`src/rtl/lsb_queue.sv`:
```
// lsb_queue: in-order load/store queue for the Tomasulo RISC-V core.
//   Loads issue speculatively from the queue head. Stores issue only after the
//   ROB commits them. Committed stores survive a mispredict flush.
// Ports:
//   clk, rst            clock, synchronous active-high reset
//   rdy                 global enable (low freezes state and outputs)
//   flush               mispredict flush
//   disp_*              dispatch request and operands; full = no free entry
//   cdb_valid/tag/data  NCDB packed result-broadcast channels (operand wakeup)
//   commit_valid/tag    ROB commit pulse
//   mem_*               memory request/response handshake (held until mem_done)
//   out_valid/tag/data  one-cycle load result, sign/zero extended
module lsb_queue #(
  parameter int DEPTH = 16,
  parameter int TAG_W = 5,
  parameter int NCDB  = 2
) (
  input  logic                    clk,
  input  logic                    rst,
  input  logic                    rdy,
  input  logic                    flush,
  input  logic                    disp_valid,
  input  logic                    disp_store,
  input  logic [2:0]              disp_funct3,
  input  logic [31:0]             disp_imm,
  input  logic [TAG_W-1:0]        disp_tag,
  input  logic [TAG_W-1:0]        disp_qi,
  input  logic [TAG_W-1:0]        disp_qj,
  input  logic [31:0]             disp_vi,
  input  logic [31:0]             disp_vj,
  output logic                    full,
  input  logic [NCDB-1:0]         cdb_valid,
  input  logic [NCDB*TAG_W-1:0]   cdb_tag,
  input  logic [NCDB*32-1:0]      cdb_data,
  input  logic                    commit_valid,
  input  logic [TAG_W-1:0]        commit_tag,
  output logic                    mem_req,
  output logic                    mem_we,
  output logic [31:0]             mem_addr,
  output logic [31:0]             mem_wdata,
  output logic [1:0]              mem_size,
  input  logic                    mem_done,
  input  logic [31:0]             mem_rdata,
  output logic                    out_valid,
  output logic [TAG_W-1:0]        out_tag,
  output logic [31:0]             out_data
);

  localparam int PTR_W = $clog2(DEPTH);
  localparam int CNT_W = PTR_W + 1;

  typedef enum logic [0:0] {ST_IDLE = 1'b0, ST_BUSY = 1'b1} state_t;

  // Resolve one operand against all CDB channels; tag 0 never matches.
  function automatic logic [TAG_W+31:0] snoop(
    input logic [TAG_W-1:0]      q,
    input logic [31:0]           v,
    input logic [NCDB-1:0]       cv,
    input logic [NCDB*TAG_W-1:0] ct,
    input logic [NCDB*32-1:0]    cd
  );
    logic [TAG_W-1:0] q_n;
    logic [31:0]      v_n;
    q_n = q;
    v_n = v;
    for (int c = 0; c < NCDB; c++) begin
      if (cv[c] && (q != {TAG_W{1'b0}}) && (ct[c*TAG_W +: TAG_W] == q)) begin
        q_n = {TAG_W{1'b0}};
        v_n = cd[c*32 +: 32];
      end else begin
        q_n = q_n;
        v_n = v_n;
      end
    end
    return {q_n, v_n};
  endfunction

  // Load data extension selected by funct3.
  function automatic logic [31:0] ext_load(input logic [2:0] f3, input logic [31:0] r);
    logic [31:0] d;
    case (f3)
      3'b000:  d = {{24{r[7]}}, r[7:0]};
      3'b001:  d = {{16{r[15]}}, r[15:0]};
      3'b100:  d = {24'h000000, r[7:0]};
      3'b101:  d = {16'h0000, r[15:0]};
      default: d = r;
    endcase
    return d;
  endfunction

  // Queue storage
  logic [DEPTH-1:0] valid_r, store_r, committed_r;
  logic [2:0]       funct3_r [DEPTH];
  logic [31:0]      imm_r    [DEPTH];
  logic [TAG_W-1:0] tag_r    [DEPTH];
  logic [TAG_W-1:0] qi_r     [DEPTH];
  logic [TAG_W-1:0] qj_r     [DEPTH];
  logic [31:0]      vi_r     [DEPTH];
  logic [31:0]      vj_r     [DEPTH];

  logic [PTR_W-1:0] head_r, tail_r, head_n_s, tail_n_s;
  logic [CNT_W-1:0] count_r, count_n_s, kept_s;
  logic             full_r;

  state_t           state_r;
  logic             suppress_r;
  logic             mem_req_r, mem_we_r, out_valid_r;
  logic [31:0]      mem_addr_r, mem_wdata_r, out_data_r;
  logic [1:0]       mem_size_r;
  logic [TAG_W-1:0] out_tag_r;

  // Combinational wakeup / commit / control
  logic [TAG_W-1:0] wk_qi_s [DEPTH];
  logic [TAG_W-1:0] wk_qj_s [DEPTH];
  logic [31:0]      wk_vi_s [DEPTH];
  logic [31:0]      wk_vj_s [DEPTH];
  logic [DEPTH-1:0] commit_hit_s, keep_s;
  logic [TAG_W-1:0] d_qi_s, d_qj_s;
  logic [31:0]      d_vi_s, d_vj_s;
  logic             head_ready_s, retire_s, flush_s, issue_s, accept_s;

  // Operand wakeup for stored entries and for the entry being dispatched.
  always_comb begin
    for (int i = 0; i < DEPTH; i++) begin
      {wk_qi_s[i], wk_vi_s[i]} = snoop(qi_r[i], vi_r[i], cdb_valid, cdb_tag, cdb_data);
      {wk_qj_s[i], wk_vj_s[i]} = snoop(qj_r[i], vj_r[i], cdb_valid, cdb_tag, cdb_data);
      commit_hit_s[i] = commit_valid && valid_r[i] && store_r[i] && (tag_r[i] == commit_tag);
    end
    {d_qi_s, d_vi_s} = snoop(disp_qi, disp_vi, cdb_valid, cdb_tag, cdb_data);
    {d_qj_s, d_vj_s} = snoop(disp_qj, disp_vj, cdb_valid, cdb_tag, cdb_data);
  end

  // Head readiness and the per-cycle control strobes.
  always_comb begin
    if (!valid_r[head_r] || (qi_r[head_r] != {TAG_W{1'b0}})) begin
      head_ready_s = 1'b0;
    end else if (store_r[head_r]) begin
      head_ready_s = (qj_r[head_r] == {TAG_W{1'b0}}) && committed_r[head_r];
    end else begin
      head_ready_s = 1'b1;
    end
    retire_s = rdy && (state_r == ST_BUSY) && mem_done;
    flush_s  = rdy && flush;
    issue_s  = rdy && !flush && (state_r == ST_IDLE) && head_ready_s;
    // A full queue can still take a dispatch when the head retires this cycle.
    accept_s = rdy && !flush && disp_valid && (!full_r || retire_s);
  end

  // Flush survivors: the in-flight head plus the committed stores contiguous
  // behind it. Same-cycle commits count, so a store committed as the flush
  // arrives is kept.
  always_comb begin
    logic [PTR_W-1:0] idx_v;
    logic             run_v;
    keep_s = {DEPTH{1'b0}};
    kept_s = {CNT_W{1'b0}};
    run_v  = 1'b1;
    for (int k = 0; k < DEPTH; k++) begin
      idx_v = head_r + PTR_W'(k);
      if (run_v && valid_r[idx_v] &&
          (((idx_v == head_r) && (state_r == ST_BUSY)) ||
           (store_r[idx_v] && (committed_r[idx_v] || commit_hit_s[idx_v])))) begin
        keep_s[idx_v] = 1'b1;
        kept_s        = kept_s + CNT_W'(1);
      end else begin
        run_v = 1'b0;
      end
    end
  end

  // Next head / tail / count.
  always_comb begin
    head_n_s = head_r + PTR_W'(retire_s);
    if (flush_s) begin
      tail_n_s  = head_r + kept_s[PTR_W-1:0];
      count_n_s = kept_s - CNT_W'(retire_s);
    end else begin
      tail_n_s  = tail_r + PTR_W'(accept_s);
      count_n_s = count_r + CNT_W'(accept_s) - CNT_W'(retire_s);
    end
  end

  // Pointers, occupancy and entry storage.
  always_ff @(posedge clk) begin
    if (rst) begin
      head_r      <= {PTR_W{1'b0}};
      tail_r      <= {PTR_W{1'b0}};
      count_r     <= {CNT_W{1'b0}};
      full_r      <= 1'b0;
      valid_r     <= {DEPTH{1'b0}};
      store_r     <= {DEPTH{1'b0}};
      committed_r <= {DEPTH{1'b0}};
      for (int i = 0; i < DEPTH; i++) begin
        funct3_r[i] <= 3'b000;
        imm_r[i]    <= 32'h0000_0000;
        tag_r[i]    <= {TAG_W{1'b0}};
        qi_r[i]     <= {TAG_W{1'b0}};
        qj_r[i]     <= {TAG_W{1'b0}};
        vi_r[i]     <= 32'h0000_0000;
        vj_r[i]     <= 32'h0000_0000;
      end
    end else if (rdy) begin
      head_r  <= head_n_s;
      tail_r  <= tail_n_s;
      count_r <= count_n_s;
      full_r  <= (count_n_s == CNT_W'(DEPTH));
      for (int i = 0; i < DEPTH; i++) begin
        if (flush_s) begin
          valid_r[i] <= keep_s[i] && !(retire_s && (PTR_W'(i) == head_r));
        end else if (accept_s && (PTR_W'(i) == tail_r)) begin
          valid_r[i] <= 1'b1;
        end else if (retire_s && (PTR_W'(i) == head_r)) begin
          valid_r[i] <= 1'b0;
        end
        if (accept_s && (PTR_W'(i) == tail_r)) begin
          store_r[i]     <= disp_store;
          committed_r[i] <= 1'b0;
          funct3_r[i]    <= disp_funct3;
          imm_r[i]       <= disp_imm;
          tag_r[i]       <= disp_tag;
          qi_r[i]        <= d_qi_s;
          qj_r[i]        <= d_qj_s;
          vi_r[i]        <= d_vi_s;
          vj_r[i]        <= d_vj_s;
        end else begin
          committed_r[i] <= committed_r[i] | commit_hit_s[i];
          qi_r[i]        <= wk_qi_s[i];
          qj_r[i]        <= wk_qj_s[i];
          vi_r[i]        <= wk_vi_s[i];
          vj_r[i]        <= wk_vj_s[i];
        end
      end
    end
  end

  // Memory FSM with registered request and load-result outputs.
  always_ff @(posedge clk) begin
    if (rst) begin
      state_r     <= ST_IDLE;
      suppress_r  <= 1'b0;
      mem_req_r   <= 1'b0;
      mem_we_r    <= 1'b0;
      mem_addr_r  <= 32'h0000_0000;
      mem_wdata_r <= 32'h0000_0000;
      mem_size_r  <= 2'b00;
      out_valid_r <= 1'b0;
      out_tag_r   <= {TAG_W{1'b0}};
      out_data_r  <= 32'h0000_0000;
    end else if (rdy) begin
      out_valid_r <= 1'b0;
      case (state_r)
        ST_IDLE: begin
          if (issue_s) begin
            mem_req_r   <= 1'b1;
            mem_we_r    <= store_r[head_r];
            mem_addr_r  <= vi_r[head_r] + imm_r[head_r];
            mem_wdata_r <= vj_r[head_r];
            mem_size_r  <= funct3_r[head_r][1:0];
            suppress_r  <= 1'b0;
            state_r     <= ST_BUSY;
          end
        end
        ST_BUSY: begin
          if (mem_done) begin
            mem_req_r  <= 1'b0;
            suppress_r <= 1'b0;
            state_r    <= ST_IDLE;
            // A load flushed while in flight still completes but reports nothing.
            if (!store_r[head_r] && !suppress_r && !flush) begin
              out_valid_r <= 1'b1;
              out_tag_r   <= tag_r[head_r];
              out_data_r  <= ext_load(funct3_r[head_r], mem_rdata);
            end
          end else if (flush && !store_r[head_r]) begin
            suppress_r <= 1'b1;
          end
        end
        default: begin
          state_r   <= ST_IDLE;
          mem_req_r <= 1'b0;
        end
      endcase
    end
  end

  assign full      = full_r;
  assign mem_req   = mem_req_r;
  assign mem_we    = mem_we_r;
  assign mem_addr  = mem_addr_r;
  assign mem_wdata = mem_wdata_r;
  assign mem_size  = mem_size_r;
  assign out_valid = out_valid_r;
  assign out_tag   = out_tag_r;
  assign out_data  = out_data_r;

endmodule

```
`config.mk`:
```
export PLATFORM = sky130hd
export DESIGN_NAME = lsb_queue
export DESIGN_NICKNAME = d
export VERILOG_FILES = /design/src/rtl/lsb_queue.sv
export SDC_FILE = /design/constraint.sdc
export NUM_CORES = 2
export LEC_CHECK = 0
export CAP_MARGIN = 10
export CORE_MARGIN = 4
export CORE_UTILIZATION = 30
export CTS_BUF_LIST = sky130_fd_sc_hd__clkbuf_16
export DETAILED_ROUTE_END_ITERATION = 10
export PLACE_DENSITY = 0.44
export SYNTH_ARGS = -nofsm -noshare
export SYNTH_HDL_FRONTEND = slang
export SYNTH_SLANG_ARGS = --single-unit
export TNS_END_PERCENT = 30
```
`constraint.sdc`:
```
create_clock -name clk -period 32.1 [get_ports clk]
set_clock_uncertainty 0.1 [all_clocks]
set_input_delay 8.025 -clock clk [delete_from_list [all_inputs] [get_ports clk]]
set_output_delay 8.025 -clock clk [all_outputs]
set_load 0.02 [all_outputs]
```
=== Word-level counts from Yosys, hierarchy flattened ===
Memory sizes are Yosys's and may differ from the RTL's. A register that Yosys moved wholly into a read port is not among the register bits.
Index checks and enable logic that the tools add are counted.
Widths: inputs -> output; s select.

* $add $sub $neg: 37
* $lt $le $gt $ge: 32
* Eq/ne operators: 168
* Multiplexer cells: 741
* Bitwise gates (word level): 208
* Reduce and logical (&&, ||, !) cells: 500

{| class="wikitable"
|+ Operator list
! cell !! count
|-
| $mux 32 || 148
|-
| $mux 5 || 164
|-
| $eq 5x5->1 || 84
|-
| $logic_and 1x1->1 || 322
|-
| $mux 1 || 302
|-
| $bmux 1 s4 || 64
|-
| $mux 16 || 16
|-
| $or 16x16->16 || 15
|-
| $or 1x1->1 || 192
|-
| $reduce_bool 5->1 || 35
|-
| $pmux 32 s4 || 1
|-
| $reduce_and 2->1 || 64
|-
| $lt 4x5->1 const B || 16
|-
| $add 5x1->5 const B || 15
|-
| $ne 2x2->1 const B || 34
|-
| $demux 1 s4 || 16
|-
| $eq 4x4->1 const A || 16
|-
| $ge 4x1->1 const B || 16
|-
| $eq 4x4->1 || 15
|-
| $mux 3 || 16
|-
| $reduce_bool 3->1 || 16
|-
| $mux 4 || 11
|-
| $logic_or 1x1->1 || 34
|-
| $add 32x32->32 || 1
|-
| other kinds (23) || 73
|}

* Register bits after elaboration: 133
* Memory bits (writable): 1824
* Input port bits: 235
* Output and inout port bits: 107
* Logic and storage cells: 1738
* Memories kept: 7

{| class="wikitable"
|+ Memories
! memory !! words !! bits a word !! rd ports !! clocked after Yosys merged registers in !! write ports !! RTL line !! text
|-
| imm_r || 16 || 32 || 1 || 1 || 16 || 94 || <nowiki>logic [31:0] imm_r [DEPTH];</nowiki>
|-
| vi_r || 16 || 32 || 1 || 1 || 16 || 98 || <nowiki>logic [31:0] vi_r [DEPTH];</nowiki>
|-
| vj_r || 16 || 32 || 1 || 1 || 16 || 99 || <nowiki>logic [31:0] vj_r [DEPTH];</nowiki>
|-
| qi_r || 16 || 5 || 17 || 1 || 16 || 96 || <nowiki>logic [TAG_W-1:0] qi_r [DEPTH];</nowiki>
|-
| qj_r || 16 || 5 || 17 || 1 || 16 || 97 || <nowiki>logic [TAG_W-1:0] qj_r [DEPTH];</nowiki>
|-
| tag_r || 16 || 5 || 17 || 1 || 16 || 95 || <nowiki>logic [TAG_W-1:0] tag_r [DEPTH];</nowiki>
|-
| 1 more memories || n/a || n/a || n/a || n/a || n/a || n/a ||
|}

=== Longest topological paths before layout ===
* Depth in word-level cells: 58
* Depth in mapped cells: 59
* Mapped depth without buffers: 57

=== Worst setup path before layout ===
Ideal clock, no wire load.

* Path type: input -> register
* From: in commit_tag[0]
* To: reg tail_r[3]
* Library setup time: 0.086 ns
* Arrival: 19.146 ns
* Setup slack: 12.769 ns
* Stages: 57
* Buffers on the path: 1
* Cells stage by stage: buf_2 > xor2_1 > or4_4 > o21ba_1 > mux4_2 > nand2_1 > nand3_1 > o21ai_0 > o21bai_1 > a211oi_1 > ha_1 > o41ai_1 > a311oi_2 > nand2_1 > xnor2_1 > ha_1 > inv_1 > a41oi_1 > (+21 left out) > nand2_1 > o21ai_0 > ha_1 > nand2_1 > a21boi_0 > mux2i_1 > ha_1 > nand2_1 > xnor2_1 > nand2_1 > xnor2_1 > xor2_1 > ha_1 > a21oi_1 > xnor2_1 > xnor2_1 > xnor2_1 > a211oi_1

* Longest elaborated chain between the ends: 56
* Elaborated cells on any way between the ends: 191
* Those cells by class: 16 x add/sub; 16 x eq/ne; 64 x mux; 95 x reduce/logical

{| class="wikitable"
|+ RTL lines
! item !! RTL line !! text
|-
| start, declared || 36 || <nowiki>input logic [TAG_W-1:0] commit_tag,</nowiki>
|-
| parallel branches: the longest is 53 deep, another holds $add 5x1->5 || n/a ||
|-
| $mux 5 * || 160 || <nowiki>if (run_v && valid_r[idx_v] &&</nowiki>
|-
| $add 4x4->4 * || 175 || <nowiki>tail_n_s = head_r + kept_s[PTR_W-1:0];</nowiki>
|-
| $mux 4 * || 174 || <nowiki>if (flush_s) begin</nowiki>
|-
| end signal, assigned || 187 || <nowiki>tail_r <= {PTR_W{1'b0}};</nowiki>
|-
| end signal, assigned || 204 || <nowiki>tail_r <= tail_n_s;</nowiki>
|-
| end, declared || 101 || <nowiki>logic [PTR_W-1:0] head_r, tail_r, head_n_s, tail_n_s;</nowiki>
|}

Every way passes the cells marked *. The select of a mux whose other input is x is not followed.
A chain may end at the register's enable or synchronous reset.

=== Worst setup path in the final report ===
* From: in commit_tag[4]
* To: reg tail_r[3]

The elaborated chain is that of the path after synthesis.

==> results list <==
- The run finished with clean final reports.
- From synthesis to final layout, the design area changed by 14.3%.
- Clock-pin slew on the worst setup and hold paths: 0.06 ns
- Iteration-0 DRC count of the detailed router: roughly 9,800
* DIE WIDTH: ~630 um
- After synthesis, the cell types taking the most area are sky130_fd_sc_hd__edfxtp_1 48%, sky130_fd_sc_hd__mux4_2 11%, sky130_fd_sc_hd__mux2i_1 10%.
- Number of placed I/O pins: about 340
- In this run, post-CTS hold repair placed 0 buffers.
- Cell row count: between 200 and 250
* Summed negative setup slack over all endpoints: 0 ns
* Worst Setup End Kind: register
* Number of cells on the worst reg-to-reg path: between 50 and 60
- Overflow left after global routing: 0
- The worst pin sits at a relative slew slack of between 10% and 20%.
- Internal power: ~4.7 mW
- The worst setup path is launched from a primary input.
- Across the run, the number of max-cap violations was 0.
* Post-Syn Area per Cell: about 12 sq um
* Count of buffers added by post-CTS timing repair for setup: 0
- Timing analysis after detailed placement gives a worst setup slack of a little over 10 ns.
- At the worst endpoint, the required time is ~33 ns.
- Fraction of power spent switching nets: a little over a quarter
- Main flop type after synthesis: sky130_fd_sc_hd__edfxtp_1
- After detailed routing, the number of vias per cell comes to around 6.
* Clk_lat worst skew: 0.95 ns
- Cell type contributing the most total cell area after synthesis: sky130_fd_sc_hd__edfxtp_1
- Placed wire-length estimate: approximately 300,000 um
- Synthesis produced a netlist whose cell count is roughly 9,400.
- The congestion estimate from routability-driven global placement came to 0.872.
- Portion of total power attributed to the clock network: between 40% and 50%
- Clock period minus worst slack: between 20 and 25 ns
- The top cell type by area accounts for a little under half of the synthesized area.
* Synth Register Bits: approximately 2,000
- Register area share after synthesis: between 50 and 60%
* Number of distinct library cells after synthesis: around 100
- Summed over all cells, the static leakage comes to between 40 and 50 nW.
- Maximum fanout count along the critical path: 16
* DR WL/cell: about 36 um
- Min-Delay Path Depth: 2
* Largest vdd supply drop: 0.0453 mV
- For this run, the post-layout net count is around 9,500.
- Aggregate global-route resource usage: between 20% and 30%
- Leaving out fill and tap cells, the most frequent cell in the layout is sky130_fd_sc_hd__edfxtp_1.
* Fraction of layout instances using a drive strength above 1: between 10% and 20%
- Summed over all nets, the switching power comes to 1.71 mW.
- CTS Sinks: around 2,000
- Power density of the placed cells: between 40 and 50 nW/um^2
- Maximum number of pins on one net before global-route repair: a little over 100
* Cell with the most instances on the worst path: sky130_fd_sc_hd__ha_1
* Number of antenna violations at the first check in global routing: 43
* Setup repair after global routing missed its margin: no
* Setup-violating endpoint count in the final report: 0
- The share of total power dissipated in sequential elements is 47.6%.
* Slew at the pin closest to its max-slew limit: roughly 1.2 ns
* H-tree depth reported by CTS: 4
- Mapped cell area: about 110,000 sq um
- Of the total power, combinational logic draws 10.9%.
- Global-route wire length before repair: ~710,000 um
* Initial core utilization: 30.1%
* Top library cells by usage in the layout, fill and taps aside: 1,824 x sky130_fd_sc_hd__edfxtp_1, 1,159 x sky130_fd_sc_hd__mux2i_1, 985 x sky130_fd_sc_hd__nor2_1
* Clock tree root driver cell: sky130_fd_sc_hd__clkbuf_16
- After clock tree synthesis, the repair step resized 0 gates.
* Arrival time at the worst endpoint: about 22 ns
- For this design, the slowest cell found on the critical path is sky130_fd_sc_hd__a211oi_1.
* Type of the setup path with the least slack: primary input to register
- The final layout contains routed wiring with a total length of a little over 500,000 um.
* Number of flops mapped to enable cells by yosys: 1,824
- CTS buffer count: 240
* CTS tree: yes
- Measured along the y axis, the die boundary spans between 600 and 700 um.
* Final-report max-slew violation count: 0
* Vias in the first global route: 86,600
- The largest single stage delay on the critical path is around 0.81 ns.
- Peak clock frequency supported by timing: between 0.04 and 0.05 GHz
- Yosys printed 0 warnings.
- Maximum count of clock buffers along a single path: 4
- Setup slack of the critical path after layout: approximately 11 ns
- DRC violations left: 0
- The floorplan step defined a die boundary enclosing between 300,000 and 400,000 sq um.
- Post-synthesis async set-or-reset flop share: 0%
* IO buf count: approximately 340
- Across all layers, the routed design uses 86,500 vias.
- Number of nets with antenna violations after routing: 0
- When the netlist entered floorplanning its net count stood at 9,725.
- Part of the cycle the worst path needs: around two thirds
* Final hold violation count: 0
- The first detailed-routing pass ran for 6 iterations.
- The core region is roughly 380,000 sq um.
- The path class of the tightest hold or removal check is register to register.
worst max-delay path, delay by kind of cell:
kind | cells | cell delay [ns]
muxes | 7 | 2.07
xor gates and xnor gates | 8 | 1.60
buffers and inverters | 5 | 1.06
AOI/OAI and AO/OA | 16 | 3.63
and+or+nand+nor | 10 | 1.46
adders and majority gates | 13 | 3.87
synthesized netlist by cell type, drive strengths merged (70+ instances only):
cell type,n
a211oi,427
a21oi,160
and2,182
and3,147
buf,130
clkbuf,968
dfxtp,174
edfxtp,1824
ha,70
inv,97
mux2i,1159
mux4,546
nand2,356
nand3,83
nand4,84
nor2,1005
nor4,79
o21a,70
o21ai,168
o22ai,663
xnor2,269
xor2,221
routing by layer:
layer | share of wire [%] | global-route usage [%] | routed length [um]
met2 | 47 | 41.9 | 243000
met5 | 0.0052 | 0 | 27
met1 | 41 | 33.1 | 211000
met3 | 7.4 | 4.48 | 38000
met4 | 4.6 | 10.6 | 24000
cell type report:
class / instances / area [sq um]
fillers: 37000 / 249000
flip-flops and latches: 1998 / 58300
multi-input cells: 6224 / 52400
well taps: 5016 / 6280
clock buffers: 243 / 6080
repair buffers: 661 / 5760
clock inverters: 194 / 1340
inverters: 97 / 367
diodes: 13 / 32.5
flip-flops by register name, indices dropped and copies added, names as in the netlist, 5 cells and up, named ones only:
register,cells
vj_r,512
imm_r,512
funct3_r,48
valid_r,16
store_r,16
qi_r,80
committed_r,16
vi_r,512
mem_addr,32
tag_r,80
count_r,5
out_data,32
mem_wdata,32
qj_r,80
out_tag,5
cells by family (layout without fill, tap and decap cells):
| family | after synthesis | count (layout) | synth area share (%) |
|---|---|---|---|
| xor+xnor | 493 | 493 | 3.82 |
| simple gates | 2179 | 2179 | 9.01 |
| fa+ha+maj | 74 | 74 | 0.828 |
| compound gates | 1762 | 1762 | 10.3 |
| flops | 1998 | 1998 | 51.0 |
| mux | 1716 | 1716 | 21.0 |
| other cells | 0 | 13 | 0 |
| buf+inv | 1195 | 1195 | 3.98 |
power groups by stage:
stage	Sequential [mW]	Clock, mW	Combinational (mW)
after CTS	3.06	2.71	0.695
final	3.06	2.67	0.700
after floorplan	3.09	0	0.406
after global routing	3.07	2.81	0.736
after global placement	3.11	0	0.682
after detailed placement	3.11	0	0.693
final timing paths:
check / start / end / slack, ns
setup / recovery: commit_tag[4] / tail_r[3] / 11.05
hold reg to reg: mem_addr[28] / mem_addr[28] / 0.35
setup reg to reg: head_r[1] / tail_r[3] / 17.82
hold / removal: mem_addr[28] / mem_addr[28] / 0.35
through the flow:
| step | power (mW) | util (%) | area (sq um) | hold WS [ns] | std cells |
|---|---|---|---|---|---|
| after floorplan | 3.50 | - | 114000 | 0.341 | 9417 |
| after global placement | 3.79 | 32.5 | 123000 | 0.343 | 14000 |
| after detailed placement | 3.81 | 32.5 | 123000 | 0.345 | 14000 |
| after CTS | 6.47 | 34.4 | 130000 | 0.354 | 14400 |
| after global routing | 6.62 | 34.4 | 131000 | 0.373 | 14400 |
| final | 6.43 | 34.4 | 131000 | 0.352 | 14400 |
No activity file was read; power rests on OpenSTA's default activity.
